**src/rtl/stopwatch_ctrl.sv**
```systemverilog
// Stopwatch control sequencer: button debounce, IDLE/RUN/PAUSE/DONE FSM and centisecond tick prescaler.
// Define STOPWATCH_LAP_EN to enable the lap button and display-freeze control.

module stopwatch_debounce #(
  parameter int unsigned DB_CYCLES = 1000000
) (
  input  logic clk,
  input  logic reset,
  input  logic raw,
  output logic evt_c
);
  localparam int unsigned CW = $clog2(DB_CYCLES + 1);
  localparam logic [CW-1:0] CNT_LAST = CW'(DB_CYCLES);

  logic          sync1;
  logic          sync2;
  logic          level;
  logic          level_d;
  logic [CW-1:0] cnt;

  // Level follows the synced input only after it has differed for DB_CYCLES+1 straight samples
  always_ff @(posedge clk) begin
    if (reset) begin
      sync1   <= 1'b0;
      sync2   <= 1'b0;
      level   <= 1'b0;
      level_d <= 1'b0;
      cnt     <= '0;
    end else begin
      sync1   <= raw;
      sync2   <= sync1;
      level_d <= level;
      if (sync2 == level) begin
        cnt <= '0;
      end else if (cnt == CNT_LAST) begin
        level <= sync2;
        cnt   <= '0;
      end else begin
        cnt <= cnt + CW'(1);
      end
    end
  end

  assign evt_c = level & ~level_d;
endmodule

module stopwatch_ctrl #(
  parameter int unsigned DIV_SLOW  = 1000000,
  parameter int unsigned DIV_FAST  = 2,
  parameter int unsigned DB_CYCLES = 1000000
) (
  input  logic       clk,
  input  logic       reset,
  input  logic       start,
  input  logic       clr,
  input  logic       lap,
  input  logic       quick,
  input  logic       at_max,
  output logic       tick,
  output logic       clear,
  output logic       go,
  output logic       freeze,
  output logic [1:0] state
);
  localparam int unsigned DIV_MAX = (DIV_SLOW > DIV_FAST) ? DIV_SLOW : DIV_FAST;
  localparam int unsigned PS_W    = $clog2(DIV_MAX + 1);

  typedef enum logic [1:0] {
    ST_IDLE  = 2'd0,
    ST_RUN   = 2'd1,
    ST_PAUSE = 2'd2,
    ST_DONE  = 2'd3
  } state_t;

  state_t          st_q;
  state_t          st_n;
  logic [PS_W-1:0] psc_q;
  logic [PS_W-1:0] psc_n;
  logic [PS_W-1:0] div_last;
  logic            terminal;
  logic            tick_n;
  logic            clear_n;
  logic            start_evt;
  logic            clr_evt;

  stopwatch_debounce #(.DB_CYCLES(DB_CYCLES)) u_db_start (
    .clk   (clk),
    .reset (reset),
    .raw   (start),
    .evt_c (start_evt)
  );

  stopwatch_debounce #(.DB_CYCLES(DB_CYCLES)) u_db_clr (
    .clk   (clk),
    .reset (reset),
    .raw   (clr),
    .evt_c (clr_evt)
  );

`ifdef STOPWATCH_LAP_EN
  logic lap_evt;
  logic frz_q;
  logic frz_n;

  stopwatch_debounce #(.DB_CYCLES(DB_CYCLES)) u_db_lap (
    .clk   (clk),
    .reset (reset),
    .raw   (lap),
    .evt_c (lap_evt)
  );

  assign freeze = frz_q;
`else
  logic lap_unused;
  assign lap_unused = lap;
  assign freeze     = 1'b0;
`endif

  // Rate is re-evaluated every cycle so a quick change takes effect mid-period
  assign div_last = quick ? PS_W'(DIV_FAST - 1) : PS_W'(DIV_SLOW - 1);
  assign terminal = (psc_q >= div_last);

  // Next-state, prescaler and pulse decode
  always_comb begin
    st_n    = st_q;
    psc_n   = psc_q;
    tick_n  = 1'b0;
    clear_n = 1'b0;
`ifdef STOPWATCH_LAP_EN
    frz_n   = frz_q;
`endif
    case (st_q)
      ST_IDLE: begin
        psc_n = '0;
        if (clr_evt) begin
          clear_n = 1'b1;
`ifdef STOPWATCH_LAP_EN
          frz_n   = 1'b0;
`endif
        end else if (start_evt) begin
          st_n = ST_RUN;
        end
      end
      ST_RUN: begin
        if (terminal) begin
          psc_n = '0;
          if (at_max) begin
            st_n = ST_DONE;
          end else begin
            tick_n = 1'b1;
            if (start_evt) st_n = ST_PAUSE;
          end
        end else begin
          psc_n = psc_q + PS_W'(1);
          if (start_evt) st_n = ST_PAUSE;
        end
`ifdef STOPWATCH_LAP_EN
        if (terminal && at_max) frz_n = 1'b0;
        else if (lap_evt)       frz_n = ~frz_q;
`endif
      end
      ST_PAUSE: begin
`ifdef STOPWATCH_LAP_EN
        if (lap_evt && frz_q) frz_n = 1'b0;
`endif
        if (clr_evt) begin
          st_n    = ST_IDLE;
          psc_n   = '0;
          clear_n = 1'b1;
`ifdef STOPWATCH_LAP_EN
          frz_n   = 1'b0;
`endif
        end else if (start_evt) begin
          st_n = ST_RUN;
        end
      end
      default: begin
        psc_n = '0;
        if (clr_evt) begin
          st_n    = ST_IDLE;
          clear_n = 1'b1;
`ifdef STOPWATCH_LAP_EN
          frz_n   = 1'b0;
`endif
        end
      end
    endcase
  end

  always_ff @(posedge clk) begin
    if (reset) begin
      st_q  <= ST_IDLE;
      psc_q <= '0;
      tick  <= 1'b0;
      clear <= 1'b0;
      go    <= 1'b0;
`ifdef STOPWATCH_LAP_EN
      frz_q <= 1'b0;
`endif
    end else begin
      st_q  <= st_n;
      psc_q <= psc_n;
      tick  <= tick_n;
      clear <= clear_n;
      go    <= (st_n == ST_RUN);
`ifdef STOPWATCH_LAP_EN
      frz_q <= frz_n;
`endif
    end
  end

  assign state = st_q;
endmodule

```
**config.mk**
```make
export PLATFORM = sky130hd
export DESIGN_NAME = stopwatch_ctrl
export DESIGN_NICKNAME = d
export VERILOG_FILES = /design/src/rtl/stopwatch_ctrl.sv
export SDC_FILE = /design/constraint.sdc
export NUM_CORES = 1
export LEC_CHECK = 0
export BUFFER_PORTS_ARGS = -buffer_cell sky130_fd_sc_hd__buf_2
export CAP_MARGIN = 20
export CORE_ASPECT_RATIO = 1.1
export CORE_MARGIN = 5
export CORE_UTILIZATION = 31
export CTS_CLUSTER_DIAMETER = 50
export CTS_CLUSTER_SIZE = 16
export DETAILED_ROUTE_END_ITERATION = 8
export PLACE_DENSITY = 0.52
export SLEW_MARGIN = 40
export SYNTH_ARGS = -nofsm -noshare
export SYNTH_HDL_FRONTEND = slang
export SYNTH_SLANG_ARGS = --single-unit
```
**constraint.sdc**
```tcl
create_clock -name clk -period 2.4 [get_ports clk]
set_input_delay 0.36 -clock clk [delete_from_list [all_inputs] [get_ports clk]]
set_output_delay 0.36 -clock clk [all_outputs]
set_load 0.02 [all_outputs]
```
==> impl_metrics.tcl <==
set metrics [dict create \
    pin_count 13 \
    synth_ff_type "dfxtp_1" \
    grt_max_degree 29 \
    syn_avg_cell_area_sq_um 8.55 \
    synthCells 424 \
    drcViolationCount 0 \
    cp.depth 5 \
    status "finished, final reports clean" \
    htree_num_levels 3 \
    first_iter_violations 82 \
    crit_arrival_ns 2.37 \
    synth_edf_count 0 \
    firstDrtPassIters 4 \
    cp-endpoint "go$_SDFF_PP0_" \
    ys_seq_elements 73 \
    die_w_um 113 \
    synth_cell_types 47 \
    worstPathMaxFanout 7 \
    syn_nets 447 \
    fin_worst_skew_ns 0.00446 \
    drtAntennaViolNets 0 \
    yosys-top-cells-area "dfxtp_1 (40%), nor2_1 (6.1%), ha_1 (5.5%)" \
    reg2reg_slack_ns 0.27 \
    first_global_vias 2692 \
    r2r_start "psc_q[10]$_SDFFE_PP0P_" \
    clk_pin_slew_worst_paths_ns 0.06 \
    area_growth_pct 17.1 \
    postCtsHoldBufs 0 \
    max_freq_ghz 0.469 \
    cts_sinks 73 \
    cts_buffer_depth 2 \
    layout_commonest_cell "dfxtp_1" \
    placementRows 41 \
    cp_slowest_cell "or4_1" \
    detailed_place_hpwl_um 5200 \
    worstPathCellList "or4_1, or3_4, a21oi_1, nand4b_1, a21boi_0" \
    portBuffers 10 \
    end_kind "register" \
    fillers 1185 \
    multiInputGateArea_sq_um 2030 \
    worstHoldStart "start" \
    fin_util_pct 37.1 \
    synth_area_leader_cell "dfxtp_1" \
    p_total_uw 2780 \
    required_ns 2.63 \
    postLayoutCellArea_sq_um 4240 \
    ff2ff_path_depth 5 \
    antenna_found_initial 0 \
    critPathTopFamily "simple AND/OR/NAND/NOR gates" \
    yosysTopAreaCellShare_pct 40.3 \
    slew_viol_final 0 \
    p_leak_uw 0.00145 \
    finalSetupViolations 0 \
    crit_type "reg2reg" \
    period_share_pct 88.9 \
    rsz0062_at_grt "false" \
    viasPerCell 4.93 \
    cts_buffers 9 \
    cp_slowest_stage_delay_ns 0.58 \
    whs_ns 0.242 \
    start_util_pct 31.7 \
    p_per_area_nw_per_um2 656 \
    critPathBufInv 0 \
    min_path_type "in2reg" \
    antenna_cells 0 \
    clkLatencyLatePin_ns 0.33 \
    netlist_area_sq_um 3620 \
    vias 2939 \
    ys_seq_area_share_pct 40.3 \
    avgRoutedWirePerCell_um 12.2 \
    start_kind "register" \
    ys_warn_count 0 \
    placed_cell_area_sq_um 3900 \
    grt_overflow 0 \
    wl_um 7290 \
    routabilityCongestion 0.765 \
    cap_violations 0 \
    r2r-end "go$_SDFF_PP0_" \
    finalWorstPathRequiredPeriod_ns 2.13 \
    die_area_sq_um 14000 \
    worst_pin_slew_ns 0.570 \
    cts_tree "done" \
    core_sq_um 11400 \
    postCtsSetupRepairBufs 0 \
    hold_viol_final 0 \
    grt_pass1_wl_um 12600 \
    cts_resized 0 \
    tns_ns 0 \
    fp.dieH_um 123 \
    cp-startpoint "psc_q[10]$_SDFFE_PP0P_" \
    grt_use_total_pct 11.1 \
    ir_worst_vdd_v 0.000412 \
    max_slew_margin_pct 61.6 \
    register_area_sq_um 1460 \
    fin_nets 465 \
    drive_gt1_share_pct 9.19 \
    mostFrequentLayoutCells "dfxtp_1 (73), nor2_1 (59), nand2_1 (31)" \
    root_buffer "clkbuf_16" \
    synthArstFlopShare_pct 0 \
]
-- routing by layer --
layer	global-route usage, %	part of all wire (%)
met3	2.55	3.4
met5	0	0
met1	14.8	50
met4	5.56	1.9
met2	17.0	44
-- report_power, final --
| group | internal [uW] | switching, uW |
|---|---|---|
| sequential | 1220 | 3.26 |
| clock | 1010 | 509 |
| combinational | 15.4 | 25.1 |
| total | 2250 | 537 |
-- flip-flops by register name, summed over array words and instances, names as in the netlist --
name and cells:
u_db_clr.sync1 1, u_db_start.cnt 20, clear 1, psc_q 20, u_db_start.sync2 1, u_db_clr.cnt 20
u_db_clr.level_d 1, u_db_clr.level 1, u_db_start.level 1, u_db_clr.sync2 1, tick 1, go 1
state 2, u_db_start.sync1 1, u_db_start.level_d 1
-- worst register-to-register path, cell delays in order (launching register included) --
cell and delay (ns):
dfxtp_1 0.36, or4_1 0.58, or3_4 0.42, a21oi_1 0.28, nand4b_1 0.16, a21boi_0 0.24
-- metrics by stage --
step                cells  setup slack, ns
floorplan             424            0.428
finish                596            0.266
global route          596           0.0757
CTS                   596            0.250
detailed placement    581           0.0545
global placement      581            0.105
-- worst min-delay path by stage --
stage	slack [ns]	end	cells past startpoint
finish	0.24	u_db_start.sync1$_SDFF_PP0_	2
global placement	0.42	u_db_clr.sync2$_SDFF_PP0_	1
detailed placement	0.43	u_db_start.sync2$_SDFF_PP0_	1
floorplan	0.41	u_db_clr.sync2$_SDFF_PP0_	1
CTS	0.23	u_db_start.sync1$_SDFF_PP0_	2
global route	0.27	u_db_start.sync1$_SDFF_PP0_	2
-- cells in the mapped netlist, types with 3 or more instances --
library cell  count
xnor2_1          22
a41oi_1           3
and3_1            9
clkbuf_1         10
or3_1             4
nand4b_1          4
mux2i_1           3
o2bb2ai_1         3
dfxtp_1          73
o21ai_0           6
o211ai_1          4
nand3_1          28
nand3b_1          6
and4_1            5
nor2_1           59
nand4_1          16
a21oi_1           7
ha_1             16
inv_1            14
nand2b_1          4
and2_1            8
nand2_1          31
xor2_1           18
nor2b_1           8
nor3_1           11
nor4_1            7
a31oi_1          20
-- area by class of cell --
cell class,instances,area share [%]
Multi-Input combinational cell,321,47.8
Sequential cell,73,34.4
Clock buffer,9,5.31
Tap cell,150,4.42
Timing Repair Buffer,23,4.07
Clock inverter,6,2.71
Inverter,14,1.24
-- cells by family (layout without fill, tap and decap cells) --
| logic type | after synthesis | after routing | share of synthesized area [%] |
|---|---|---|---|
| and+or+nand+nor | 210 | 210 | 30.3 |
| DFF | 73 | 73 | 40.3 |
| AOI/OAI and AO/OA | 51 | 51 | 9.53 |
| xor gates and xnor gates | 40 | 40 | 9.67 |
| buffers and inverters | 30 | 52 | 3.69 |
| adders and majority gates | 16 | 16 | 5.52 |
| muxes | 3 | 3 | 0.829 |
| other | 1 | 1 | 0.103 |
Power figures use the tool's default switching activity.
